File: src/rtl/rtc_date.sv
// BCD calendar date counter (day/month/year) with Gregorian leap years.
// Optional weekday register enabled by defining RTC_DATE_WEEKDAY_EN.
module rtc_date (
   input  logic        clk_i,
   input  logic        rstn_i,
   input  logic        new_day_i,
   input  logic        date_update_i,
   input  logic [31:0] date_i,
   input  logic [2:0]  weekday_i,
   output logic [31:0] date_o,
   output logic [2:0]  weekday_o,
   output logic        new_month_o,
   output logic        new_year_o
);

   logic [5:0]  day_q,   day_d;
   logic [4:0]  month_q, month_d;
   logic [13:0] year_q,  year_d;
   logic [5:0]  dim;
   logic        leap;
   logic        advance;
   logic        month_end;
   logic        year_end;

   // Returns {carry, digit}; digits above 9 behave as 9 so bad loads converge.
   function automatic logic [4:0] bcd_inc(input logic [3:0] d);
      if (d >= 4'd9) return 5'b1_0000;
      else           return {1'b0, d + 4'd1};
   endfunction

   function automatic logic div4(input logic [3:0] x, input logic [3:0] y);
      if (!x[0]) return (y == 4'd0) || (y == 4'd4) || (y == 4'd8);
      else       return (y == 4'd2) || (y == 4'd6);
   endfunction

   function automatic logic [5:0] day_inc(input logic [5:0] d);
      logic [4:0] r0;
      logic [1:0] tens;
      r0   = bcd_inc(d[3:0]);
      tens = d[5:4] + {1'b0, r0[4]};
      return {tens, r0[3:0]};
   endfunction

   // Only reached for months below 0x12, so the tens bit never overflows.
   function automatic logic [4:0] month_inc(input logic [4:0] m);
      logic [4:0] r0;
      r0 = bcd_inc(m[3:0]);
      return {m[4] | r0[4], r0[3:0]};
   endfunction

   function automatic logic [13:0] year_inc(input logic [13:0] y);
      logic [4:0] r0, r1, r2;
      logic [1:0] th;
      r0 = bcd_inc(y[3:0]);
      r1 = r0[4] ? bcd_inc(y[7:4])  : {1'b0, y[7:4]};
      r2 = r1[4] ? bcd_inc(y[11:8]) : {1'b0, y[11:8]};
      th = y[13:12] + {1'b0, r2[4]};
      return {th, r2[3:0], r1[3:0], r0[3:0]};
   endfunction

   // Century years are leap only when the century itself is divisible by 4.
   assign leap = (year_q[7:0] == 8'h00) ? div4({2'b00, year_q[13:12]}, year_q[11:8])
                                        : div4(year_q[7:4], year_q[3:0]);

   always_comb begin
      case (month_q)
         5'h02:                      dim = leap ? 6'h29 : 6'h28;
         5'h04, 5'h06, 5'h09, 5'h11: dim = 6'h30;
         default:                    dim = 6'h31;
      endcase
   end

   assign advance     = new_day_i & ~date_update_i;
   assign month_end   = (day_q >= dim);
   assign year_end    = (month_q >= 5'h12);
   assign new_month_o = advance & month_end;
   assign new_year_o  = advance & month_end & year_end;

   always_comb begin
      // NOTE: every output gets a default first, so no path can infer a latch.
      day_d   = day_q;
      month_d = month_q;
      year_d  = year_q;
      if (date_update_i) begin
         day_d   = date_i[5:0];
         month_d = date_i[12:8];
         year_d  = date_i[29:16];
      end else if (new_day_i) begin
         if (month_end) begin
            day_d = 6'h01;
            if (year_end) begin
               month_d = 5'h01;
               year_d  = year_inc(year_q);
            end else begin
               month_d = month_inc(month_q);
            end
         end else begin
            day_d = day_inc(day_q);
         end
      end
   end

   always_ff @(posedge clk_i or negedge rstn_i) begin
      // NOTE: sequential state uses non-blocking assignments so all registers update together.
      if (!rstn_i) begin
         day_q   <= 6'h01;
         month_q <= 5'h01;
         year_q  <= 14'h2000;
      end else begin
         day_q   <= day_d;
         month_q <= month_d;
         year_q  <= year_d;
      end
   end

   assign date_o = {2'b00, year_q, 3'b000, month_q, 2'b00, day_q};

`ifdef RTC_DATE_WEEKDAY_EN
   logic [2:0] weekday_q;

   always_ff @(posedge clk_i or negedge rstn_i) begin
      if (!rstn_i) begin
         weekday_q <= 3'd6;
      end else if (date_update_i) begin
         weekday_q <= weekday_i;
      end else if (new_day_i) begin
         weekday_q <= (weekday_q >= 3'd6) ? 3'd0 : weekday_q + 3'd1;
      end
   end

   assign weekday_o = weekday_q;

   logic unused_pad;
   assign unused_pad = ^{date_i[31:30], date_i[15:13], date_i[7:6]};
`else
   assign weekday_o = 3'd0;

   logic unused_pad;
   assign unused_pad = ^{date_i[31:30], date_i[15:13], date_i[7:6], weekday_i};
`endif

endmodule
File: config.mk
export PLATFORM = sky130hd
export DESIGN_NAME = rtc_date
export DESIGN_NICKNAME = d
export VERILOG_FILES = /design/src/rtl/rtc_date.sv
export SDC_FILE = /design/constraint.sdc
export NUM_CORES = 1
export LEC_CHECK = 0
export ABC_AREA = 1
export ABC_CLOCK_PERIOD_IN_PS = 2500
export CAP_MARGIN = 20
export CELL_PAD_IN_SITES_DETAIL_PLACEMENT = 0
export CELL_PAD_IN_SITES_GLOBAL_PLACEMENT = 1
export CORE_UTILIZATION = 30
export CTS_CLUSTER_SIZE = 25
export DETAILED_ROUTE_END_ITERATION = 8
export GPL_TIMING_DRIVEN = 0
export PLACE_DENSITY = 0.72
export SYNTH_ARGS = -nofsm -noshare
export SYNTH_HDL_FRONTEND = slang
export SYNTH_SLANG_ARGS = --single-unit
File: constraint.sdc
create_clock -name clk_i -period 2.5 [get_ports clk_i]
set_input_delay 0.375 -clock clk_i [delete_from_list [all_inputs] [get_ports clk_i]]
set_output_delay 0.375 -clock clk_i [all_outputs]
set_load 0.01 [all_outputs]
Word-level counts from Yosys, hierarchy flattened. Cells that the tools add are included.

RAM bits: 0. Memories: 0. Word-level logic and storage cells: 98. Latch bits: 0. Input bits: 39. Memory bits (read-only): 0. Register bits: 25.

Add/subtract/negate cells: 7. Magnitude comparators: 7. Reduce and logical (&&, ||, !) cells: 19. Equality and inequality tests: 13. Bitwise logic cells: 5. Multipliers: 0. Divide/modulo/power cells: 0. Shift-type cells: 0. Multiplexer cells: 42.

Operator list (count): $mux 5 (30); $mux 14 (4); $add 4x1->4 const B (5); $ge 4x4->1 const B (5); $mux 6 (3); $eq 4x3->1 const B (4); $eq 5x3->1 const B (2); $pmux 5 s2 (1); $reduce_bool 2->1 (5); $eq 4x2->1 const B (2); $eq 4x4->1 const B (2); $logic_not 4->1 (2); $logic_not 8->1 (1); $reduce_and 4->1 (2); $ge 6x6->1 (1); $logic_or 1x1->1 (6); $eq 5x2->1 const B (1); $eq 5x4->1 const B (1); $eq 5x5->1 const B (1); $ge 5x5->1 const B (1); $add 2x1->2 (2); $mux 1 (4); $reduce_or 4->1 (1); $and 1x1->1 (3); 4 further kinds (4).

Depth between registers and ports, before layout. Gate-level depths: netlist of run 1.

Depth in word-level cells: 18. Depth in mapped cells: 16.

Worst setup path before layout of run 1. No wires, ideal clock.

Path type: reg-to-output. Start point: reg month_q[0]. End point: out new_year_o. Slack: 0.194 ns. Cell stages (with the launch flop): 13. Buffers on the path: 0. Arrival: 1.931 ns. Cell sequence: dfstp_2 -> inv_1 -> ha_1 -> o2111ai_1 -> nand3_1 -> a21oi_1 -> ha_1 -> nor2_1 -> nand2_1 -> nand2_1 -> nand2_1 -> nand2_2 -> nor3_1.

Word-level cells in the longest chain between the ends: 6. Elaborated cells on any way between the ends: 11. Those cells by class: 2 x order compare; 5 x eq/ne; 1 x mux; 2 x bitwise; 1 x reduce/logical.

RTL lines: start: declaration (RTL line 17) `logic [4:0] month_q, month_d;`; start signal: assignment (RTL line 111) `month_q <= month_d;`; $eq 5x3->1, or another cell as far along (RTL line 66) `case (month_q)`; $reduce_or 4->1 (RTL line 66); $pmux 5 s2 (RTL line 66); $ge 6x6->1 (RTL line 74) `assign month_end = (day_q >= dim);`; $and 1x1->1 (RTL line 77) `assign new_year_o = advance & month_end & year_end;`; $and 1x1->1 * (RTL line 77); end: declaration (RTL line 13) `output logic new_year_o`.

Every way passes the cells marked *; elsewhere a longest branch is shown, timed or not.

Worst setup path in the final report of run 1. Same ends and word-level chain as after synthesis.

==> flow_summary.yaml, run 1 <==
synthesis:
  ys_types: 35
  synth_top_family_by_area: "simple AND/OR/NAND/NOR gates"
  synth_adder_area_share: 0.145
  synth-seq-cells: 25
  synthArstFlopShare: 1.00
  synth_edf_count: 0
  syn_inst: 304
  synth-simple-area-share: 0.329
  synth_area_mm2: 0.00225
  seq_area_frac_synth: 0.280
  syn_area_per_cell_um2: 7.39
  muxShareOfSynthArea: 0.00445
  synthXorXnorAreaFrac: 0.0351
  synth_compound_area_frac: 0.0974
  ys.flop_type: "dfrtp_1"
  yosys_warnings: 0
route:
  drt_first_pass_iters: 4
  ant_nets: 0
  vias: 2209
  detail_route.wirelength_um: 5970
  drc: 0
  drtIter0Drc: 62
  post_drt_wl_per_cell_um: 12.3
  vias_per_cell: 4.55
worst_setup_path:
  crit_top_cell: "nand2_2"
  startpoint_type: "flip-flop"
  critPathArrivalTime_ns: 2.34
  crit_slowest_cell: "dfstp_2"
  crit_start: "month_q[0]$_DFFE_PN1P_"
  cp_cell_sequence: "inv_4 > ha_4 > o2111ai_2 > nand3_2 > a21oi_2 > ha_1 > nor2_1 > nand2_1 > nand2_2 > nand2_2 > nand2_4 > nor3_2 > buf_2"
  crit_cells: 13
  path_class: "reg -> out"
  critPathBufInv: 2
  critPathMaxFanout: 3
  ff2ff_setup_slack_ns: 0.06
  ff2ff_path_depth: 16
  worstReg2RegStart: "month_q[0]$_DFFE_PN1P_"
  cp_top_family: "flip-flops"
  endpoint_kind: "output port"
  slowest_delay_ns: 0.58
  cp.required_ns: 2.12
global_route:
  grt.total_usage: 0.159
  antenna_found_initial: 0
  grt_pass1_wl_um: 9670
  gr-total-overflow: 0
  grt_pass1_vias: 2078
  grt_max_degree: 15
finish:
  finalCoreUtilization: 0.449
  instances_no_fill: 486
  num-fill-cells: 735
  area_growth_syn_to_layout_pct: 44.9
  final_area_mm2: 0.00326
  fin_nets: 453
  antennaDiodeCount: 0
  layout-drive-gt1-share: 0.233
power_and_ir_drop:
  switching_share: 0.450
  comb_power_share: 0.631
  p_switching_mw: 1.26
  finalPower_mw: 2.80
  p_per_area_mw_per_mm2: 861
  vdd_ir_drop_max_uv: 331
  power_frac_seq: 0.277
  p_leak_nw: 1.60
  internal_power_mw: 1.54
  clockPowerShare: 0.092
placement:
  placed_area_mm2: 0.00297
  dp_hpwl_um: 4530
  io_buffer_count: 55
  globalplace.congestion: 0.800
  placed_cells: 468
timing:
  hold_viol: 0
  layout_worst_path_cycle_share: 1.08
  setup_viol: 2
  fmax_mhz: 369
  clock_skew_ns: 0.00703
  rsz0062_at_grt: "yes"
  worst_slew_pin_slew_ns: 0.675
  setup_ws_ns: -0.212
  relSlewSlack: 0.548
  post-route-min-period_ns: 2.71
  finalMaxSlewViolations: 0
clock_network:
  max-clock-path-buffers: 2
  cts_sinks: 25
  clk_latency_ns: 0.28
  htree_levels: 1
  path_clk_slew_ns: 0.10
  holdBufCountCts: 0
  cts_inserted_buffers: 3
  cts_tree: "built"
  cts_root_buffer: "clkbuf_8"
flow_run:
  max-cap-violations: 0
outcome:
  violations: "negative setup slack"
  run_status: "finished with violations"
min_path:
  hp-class: "in -> async"
die:
  num_rows: 31
  pin_count: 76
  die_h_um: 88.5
  initial_utilization: 0.310
  die-area_mm2: 0.00784
  fp.coreArea_mm2: 0.00725
  die-width_um: 88.5
==> what timing repair did <==
| action | in CTS | in global routing |
|---|---|---|
| gates cloned | 0 | 1 |
| setup endpoints to repair | 2 | 22 |
| gates resized for setup | 24 | 20 |
| buffers inserted | 8 | 5 |
| pin swaps | 5 | 9 |
==> cell type report <==
cell class / instances / area, µm² / share of cell area
tap: 99 / 124 / 0.0380
timing repair buffer: 70 / 682 / 0.209
buffer: 15 / 119 / 0.0365
clock inverter: 1 / 5.00 / 0.00154
inverter: 33 / 129 / 0.0396
sequential: 25 / 636 / 0.195
multi-input combinational: 240 / 1520 / 0.467
clock buffer: 3 / 41.3 / 0.0127
==> kinds of logic after synthesis <==
kind of cell / after synthesis
compound gates: 36
xor+xnor: 9
fa+ha+maj: 26
buf+inv: 48
flops: 25
mux: 1
other cells: 1
simple gates: 158
==> cell usage in the layout, fill, tap and decap left out, types with 2 or more instances in the layout <==
cell type	n
a21oi_1	5
a21oi_2	2
a22oi_1	5
buf_2	3
buf_4	24
clkbuf_8	3
clkdlybuf4s50_1	53
conb_1	10
dfrtp_1	17
dfrtp_2	5
dfstp_2	3
ha_1	21
ha_4	4
inv_1	24
inv_2	7
inv_4	2
nand2_1	84
nand2_2	10
nand2_4	3
nand3_1	24
nand3_2	5
nand3b_1	4
nand4_1	5
nor2_1	13
nor2_2	3
o21ai_0	13
o21ai_1	4
o21ai_2	4
xnor2_1	2
xor2_1	7
==> metal layers <==
layer	wire length [µm]	vias to the layer above	global-route usage
li1	-	1130	-
met2	2860	66	0.266
met5	0	-	0
met4	71	0	0.0557
met1	2720	1006	0.215
met3	315	7	0.0140
==> worst register-to-register path, delay by kind of cell, from the launching register on <==
kind	cells	cell delay (ns)
AOI/OAI and AO/OA	2	0.32
adders and majority gates	2	0.40
buffers and inverters	3	0.37
DFF	1	0.58
and+or+nand+nor	9	0.68
==> through the flow <==
step                      setup TNS (ns)  hold slack, ns  setup WS (ns)
after global placement            -0.811           0.481         -0.412
after floorplan                        0          0.0794          0.194
after detailed placement          -0.835           0.485         -0.429
after global routing               -1.41           0.536         -0.350
final                             -0.407           0.493         -0.212
after CTS                         -0.355           0.504         -0.179
==> registers in the layout (all words and copies together), names as in the netlist <==
signal / count
year_q: 14
day_q: 6
month_q: 5
==> cell usage after synthesis, types with 3 or more instances <==
library cell | count | area, µm²
nand2_1 | 88 | 330
inv_1 | 30 | 113
ha_1 | 26 | 325
nand3_1 | 25 | 125
dfrtp_1 | 22 | 551
nor2_1 | 14 | 52.6
o21ai_0 | 13 | 65.1
buf_4 | 12 | 90.1
nand2_2 | 8 | 50.1
xor2_1 | 7 | 61.3
a21oi_1 | 6 | 30.0
a22oi_1 | 5 | 37.5
nand3_2 | 5 | 50.1
nand4_1 | 5 | 31.3
nand3b_1 | 4 | 30.0
o21ai_1 | 4 | 20.0
o21ai_2 | 4 | 35.0
dfstp_2 | 3 | 78.8
inv_2 | 3 | 11.3
==> final timing paths <==
check,endpoint
min in group clk_i,year_q[13]$_DFFE_PN1P_
setup / recovery,new_year_o
hold / removal,day_q[3]$_DFFE_PN0P_
hold reg to reg,year_q[13]$_DFFE_PN1P_
max in group asynchronous,year_q[13]$_DFFE_PN1P_
setup reg to reg,year_q[7]$_DFFE_PN0P_
==> power groups by stage <==
stage	Sequential [mW]	Clock, mW	Combinational [mW]
finish	0.776	0.257	1.77
global route	0.805	0.282	1.98
CTS	0.766	0.268	1.64
detailed placement	0.805	0	1.45
global placement	0.808	0	1.43
floorplan	0.818	0	0.852
Note: power is estimated with default switching activity, not from simulation.
==> run 2, diff against run 1 <==
GPL_TIMING_DRIVEN = 1   (was 0)
==> run 2 against run 1 <==
Effect of this change: the run still ends with negative setup slack left; clock skew decreased by 0.0050 ns; hold slack worse by 0.033 ns; total power up 8.5%; clock power is essentially flat; cell count is 4.1% higher; combinational power rose by 19%; fmax increased by 4.1%; critical path depth unchanged; critical endpoint unchanged; largest cell class unchanged.
==> flow_summary.yaml, run 2 (synthesis gave the netlist of run 1 again) <==
finish:
  final_common_cell: "nand2_1"
  layout-drive-gt1-share: 0.287
  largest_reg_flops: 14
  finalCoreUtilization: 0.473
  fin_nets: 473
  final_area_mm2: 0.00343
  num-fill-cells: 758
  antennaDiodeCount: 0
  final_cell_mix: "nand2_1 (77), clkdlybuf4s50_1 (53), buf_4 (49)"
  top_register: "year_q"
  area_growth_syn_to_layout_pct: 52.7
  top_regs: "year_q x14, day_q x6, month_q x5"
worst_setup_path:
  crit_top_cell: "nand2_2"
  startpoint_type: "flip-flop"
  critPathMaxFanout: 3
  slowest_delay_ns: 0.57
  crit_start: "month_q[0]$_DFFE_PN1P_"
  path_class: "reg -> out"
  cp_cell_sequence: "inv_4 > ha_4 > o2111ai_2 > nand3_2 > a21oi_2 > ha_1 > nor2_1 > nand2_1 > nand2_2 > nand2_2 > nand2_4 > nor3_2 > buf_2"
  ff2ff_setup_slack_ns: -0.10
  worstReg2RegStart: "month_q[0]$_DFFE_PN1P_"
  crit_slowest_cell: "dfstp_2"
  critPathArrivalTime_ns: 2.23
  endpoint_kind: "output port"
  ff2ff_path_depth: 18
  rr_endpoint: "year_q[8]$_DFFE_PN0P_"
  cp.required_ns: 2.12
route:
  drc: 0
  post_drt_wl_per_cell_um: 11.9
  detail_route.wirelength_um: 6010
  drt_first_pass_iters: 4
  vias_per_cell: 4.54
  ant_nets: 0
  vias: 2299
  drtIter0Drc: 88
timing:
  layout_worst_path_cycle_share: 1.04
  post-route-min-period_ns: 2.60
  rsz0062_at_grt: "yes"
  relSlewSlack: 0.609
  setup_viol: 16
  fmax_mhz: 384
  finalMaxSlewViolations: 0
  hold_viol: 0
  setup_ws_ns: -0.104
  clock_skew_ns: 0.00203
  worst_slew_pin_slew_ns: 0.585
outcome:
  run_status: "finished with violations"
  violations: "negative setup slack"
global_route:
  grt.total_usage: 0.160
  antenna_found_initial: 0
  gr-total-overflow: 0
  grt_pass1_vias: 2236
  grt_max_degree: 26
  grt_pass1_wl_um: 9870
placement:
  globalplace.congestion: 0.801
  dp_hpwl_um: 4610
  io_buffer_count: 55
  placed_area_mm2: 0.00314
die:
  num_rows: 31
  pin_count: 76
  die-area_mm2: 0.00784
  die-width_um: 88.5
  fp.coreArea_mm2: 0.00725
  die_h_um: 88.5
  initial_utilization: 0.310
power_and_ir_drop:
  p_leak_nw: 1.69
  p_per_area_mw_per_mm2: 887
  power_frac_seq: 0.223
  internal_power_mw: 1.72
  vdd_ir_drop_max_uv: 405
  p_switching_mw: 1.32
  switching_share: 0.433
  clockPowerShare: 0.085
  comb_power_share: 0.692
flow_run:
  max-cap-violations: 0
min_path:
  hp-class: "in -> async"
clock_network:
  max-clock-path-buffers: 2
  cts_inserted_buffers: 3
  path_clk_slew_ns: 0.10
  htree_levels: 1
  holdBufCountCts: 0
  cts_tree: "built"
  cts_sinks: 25
  cts_root_buffer: "clkbuf_8"
  clk_latency_ns: 0.27
## run 2: changes by cell type in the layout (fill, tap and decap cells not counted), moves of 2 or more
cell     change
buf_4       +25
nand2_1      -7
nand2_2      +6
dfrtp_1      +4
dfrtp_2      -4
nand3_1      -2
o21ai_0      -2
## run 2: area by class of cell
type,instances,area [µm²],share of cell area
clock buffer,3,41.3,0.0120
clock inverter,1,7.51,0.00219
inverter,33,129,0.0376
multi-input combinational,240,1580,0.460
sequential,25,631,0.184
tap,99,124,0.0361
timing repair buffer,105,920,0.268
## run 2: worst max-delay path, delay by kind of cell (launching register included)
family	cells	cell delay, ns
fa+ha+maj	2	0.38
flops	1	0.57
simple gates	7	0.50
compound gates	2	0.30
buf+inv	2	0.20
## run 2: power by group through the flow
| stage | Clock (mW) | Sequential [mW] | Combinational, mW |
|---|---|---|---|
| 6_report | 0.259 | 0.679 | 2.10 |
| 5_1_grt | 0.279 | 0.699 | 2.35 |
| 4_1_cts | 0.269 | 0.675 | 1.97 |
| 3_5_place_dp | 0 | 0.675 | 1.88 |
| 3_3_place_gp | 0 | 0.670 | 1.85 |
| 2_1_floorplan | 0 | 0.818 | 0.852 |
## run 2: worst max path at each step
stage	endpoint	slack [ns]	cells after the start
finish	new_year_o	-0.10	13
detailed placement	new_year_o	-0.23	13
floorplan	new_year_o	0.19	12
CTS	new_year_o	-0.12	13
global route	new_year_o	-0.26	13
global placement	new_year_o	-0.21	13
## run 2: repair_timing
action,CTS,global route
pin swaps,8,20
buffers inserted,5,5
gates resized for setup,19,37
endpoints found under the setup margin,3,26
## run 2: layer usage
layer,vias up,GRT usage,share of wire
li1,1166,-,-
met1,1072,0.196,0.45
met2,52,0.302,0.50
met3,9,0.00840,0.033
met4,0,0.0455,0.016
met5,-,0,0
## run 2: metrics by stage
| step | setup WS, ns | total power, mW | hold slack (ns) | std cells | setup TNS, ns |
|---|---|---|---|---|---|
| after global placement | -0.208 | 2.52 | 0.479 | 492 | -0.395 |
| after CTS | -0.122 | 2.91 | 0.478 | 501 | -0.242 |
| after global routing | -0.255 | 3.33 | 0.490 | 506 | -4.45 |
| after floorplan | 0.194 | 1.67 | 0.0794 | 313 | 0 |
| after detailed placement | -0.231 | 2.55 | 0.499 | 492 | -0.448 |
| final | -0.104 | 3.04 | 0.461 | 506 | -0.806 |
==> run 3, diff against run 2 <==
CORE_MARGIN = 2   (was default)
CORE_UTILIZATION = 32   (was 30)
PLACE_DENSITY = 0.76   (was 0.72)
SLEW_MARGIN = 20   (was default)
==> run 3 against run 2 <==
Effect of this change: sequential cell count unchanged; hold slack better by 0.0038 ns; die area decreased by 1.7%; sequential share of layout area grew 0.41 points; design area shrank 2.4%; largest power group unchanged; setup slack lost 0.011 ns; critical path depth did not move; count of clock-buffer cells in the layout is the same; sequential power down 1%; highest routed layer unchanged; the flow still finishes with violations (negative setup slack).
==> flow_summary.yaml, run 3 (synthesis gave the netlist of run 1 again) <==
timing:
  setup_viol: 2
  hold_viol: 0
  fin_tns_setup_ns: -0.224
  rsz0062_at_grt: "yes"
  relSlewSlack: 0.531
  clock_skew_ns: 0.00405
  worst_slew_pin_slew_ns: 0.702
  finalMaxSlewViolations: 0
  setup_ws_ns: -0.115
  fmax_mhz: 382
  post-route-min-period_ns: 2.62
  layout_worst_path_cycle_share: 1.05
route:
  ant_nets: 0
  vias_per_cell: 4.58
  drtIter0Drc: 86
  drt_first_pass_iters: 6
  post_drt_wl_per_cell_um: 12.2
  drc: 0
  detail_route.wirelength_um: 6090
  vias: 2297
clock_network:
  clk_latency_ns: 0.27
  htree_levels: 1
  cts_sinks: 25
  cts_root_buffer: "clkbuf_8"
  max-clock-path-buffers: 2
  cts_tree: "built"
  cts_inserted_buffers: 3
  path_clk_slew_ns: 0.09
  holdBufCountCts: 0
finish:
  antennaDiodeCount: 0
  final_area_mm2: 0.00335
  final_common_cell: "nand2_1"
  top_regs: "year_q x14, day_q x6, month_q x5"
  largest_reg_flops: 14
  final_cell_mix: "nand2_1 (86), clkdlybuf4s50_1 (53), buf_4 (47)"
  top_register: "year_q"
  finalCoreUtilization: 0.493
  fin_nets: 471
  area_growth_syn_to_layout_pct: 49.1
  layout-drive-gt1-share: 0.244
placement:
  dp_hpwl_um: 4560
  globalplace.congestion: 0.816
  placed_area_mm2: 0.00315
  io_buffer_count: 55
global_route:
  grt_max_degree: 26
  grt.total_usage: 0.155
  antenna_found_initial: 0
  grt_pass1_wl_um: 9540
  grt_pass1_vias: 2089
  gr-total-overflow: 0
worst_setup_path:
  critPathArrivalTime_ns: 2.24
  path_class: "reg -> out"
  cp.required_ns: 2.12
  endpoint_kind: "output port"
  critPathMaxFanout: 3
  startpoint_type: "flip-flop"
outcome:
  run_status: "finished with violations"
  violations: "negative setup slack"
power_and_ir_drop:
  p_per_area_mw_per_mm2: 897
  p_leak_nw: 1.67
  vdd_ir_drop_max_uv: 408
die:
  initial_utilization: 0.331
  pin_count: 76
  num_rows: 30
  fp.coreArea_mm2: 0.00679
  die-width_um: 87.8
  die-area_mm2: 0.00771
  die_h_um: 87.8
min_path:
  hp-class: "in -> async"
flow_run:
  max-cap-violations: 0
[run 3: cell types whose count changed in the layout (fill, tap and decap cells not counted), sizes merged]
cell	before	now
buf	52	49
clkinv	0	1
nand2	98	99
clkinvlp	1	0
[run 3: cell type report]
class / count / area, µm²
tap: 96 / 120
clock inverter: 1 / 5.00
inverter: 33 / 126
fill: 687 / 3440
sequential: 25 / 629
timing repair buffer: 102 / 893
clock buffer: 3 / 41.3
multi-input combinational: 241 / 1530
[run 3: metrics by stage]
stage,setup slack [ns],hold WS (ns),total power [mW],instances
6_report,-0.115,0.465,3.00,501
4_1_cts,-0.123,0.482,2.90,498
3_3_place_gp,-0.209,0.482,2.54,491
3_5_place_dp,-0.261,0.495,2.57,491
5_1_grt,-0.258,0.497,3.30,501
2_1_floorplan,0.194,0.0794,1.67,313
[run 3: power by group]
group          switching, mW  internal, mW
sequential             0.111         0.559
combinational           1.05          1.03
clock                  0.139         0.112
[run 3: critical path: stages, from the launching register on]
cell       delay [ns]
dfstp_2          0.56
inv_4            0.05
ha_4             0.15
o2111ai_2        0.18
nand3_1          0.11
a21oi_2          0.12
ha_1             0.23
nor2_1           0.10
nand2_1          0.06
nand2_1          0.07
nand2_1          0.08
nand2_2          0.09
nor3_2           0.04
buf_2            0.14
[run 3: repair_timing]
action | in CTS | in global routing
pin swaps | 3 | 18
cloned | 0 | 1
gates resized for setup | 19 | 15
setup endpoints to repair | 6 | 26
endpoints found under the hold margin | 0 | 0
buffers inserted | 3 | 6
[run 3: worst paths after layout]
kind | endpoint | cells after the start | slack (ns) | start
hold reg to reg | year_q[13]$_DFFE_PN1P_ | 2 | 0.50 | year_q[13]$_DFFE_PN1P_
min in group clk_i | year_q[13]$_DFFE_PN1P_ | 2 | 0.50 | year_q[13]$_DFFE_PN1P_
setup / recovery | new_year_o | 13 | -0.12 | month_q[0]$_DFFE_PN1P_
hold / removal | day_q[2]$_DFFE_PN0P_ | 2 | 0.46 | rstn_i
setup reg to reg | year_q[9]$_DFFE_PN0P_ | 16 | 0.15 | month_q[0]$_DFFE_PN1P_
max in group asynchronous | month_q[0]$_DFFE_PN1P_ | 2 | 1.73 | rstn_i
[run 3: routing by layer]
metal / vias up / wire, µm / track usage
li1: 1170 / - / -
met1: 1070 / 2840 / 0.207
met2: 52 / 2980 / 0.271
met3: 5 / 236 / 0.0198
met4: 0 / 37 / 0.0266
met5: - / 0 / 0
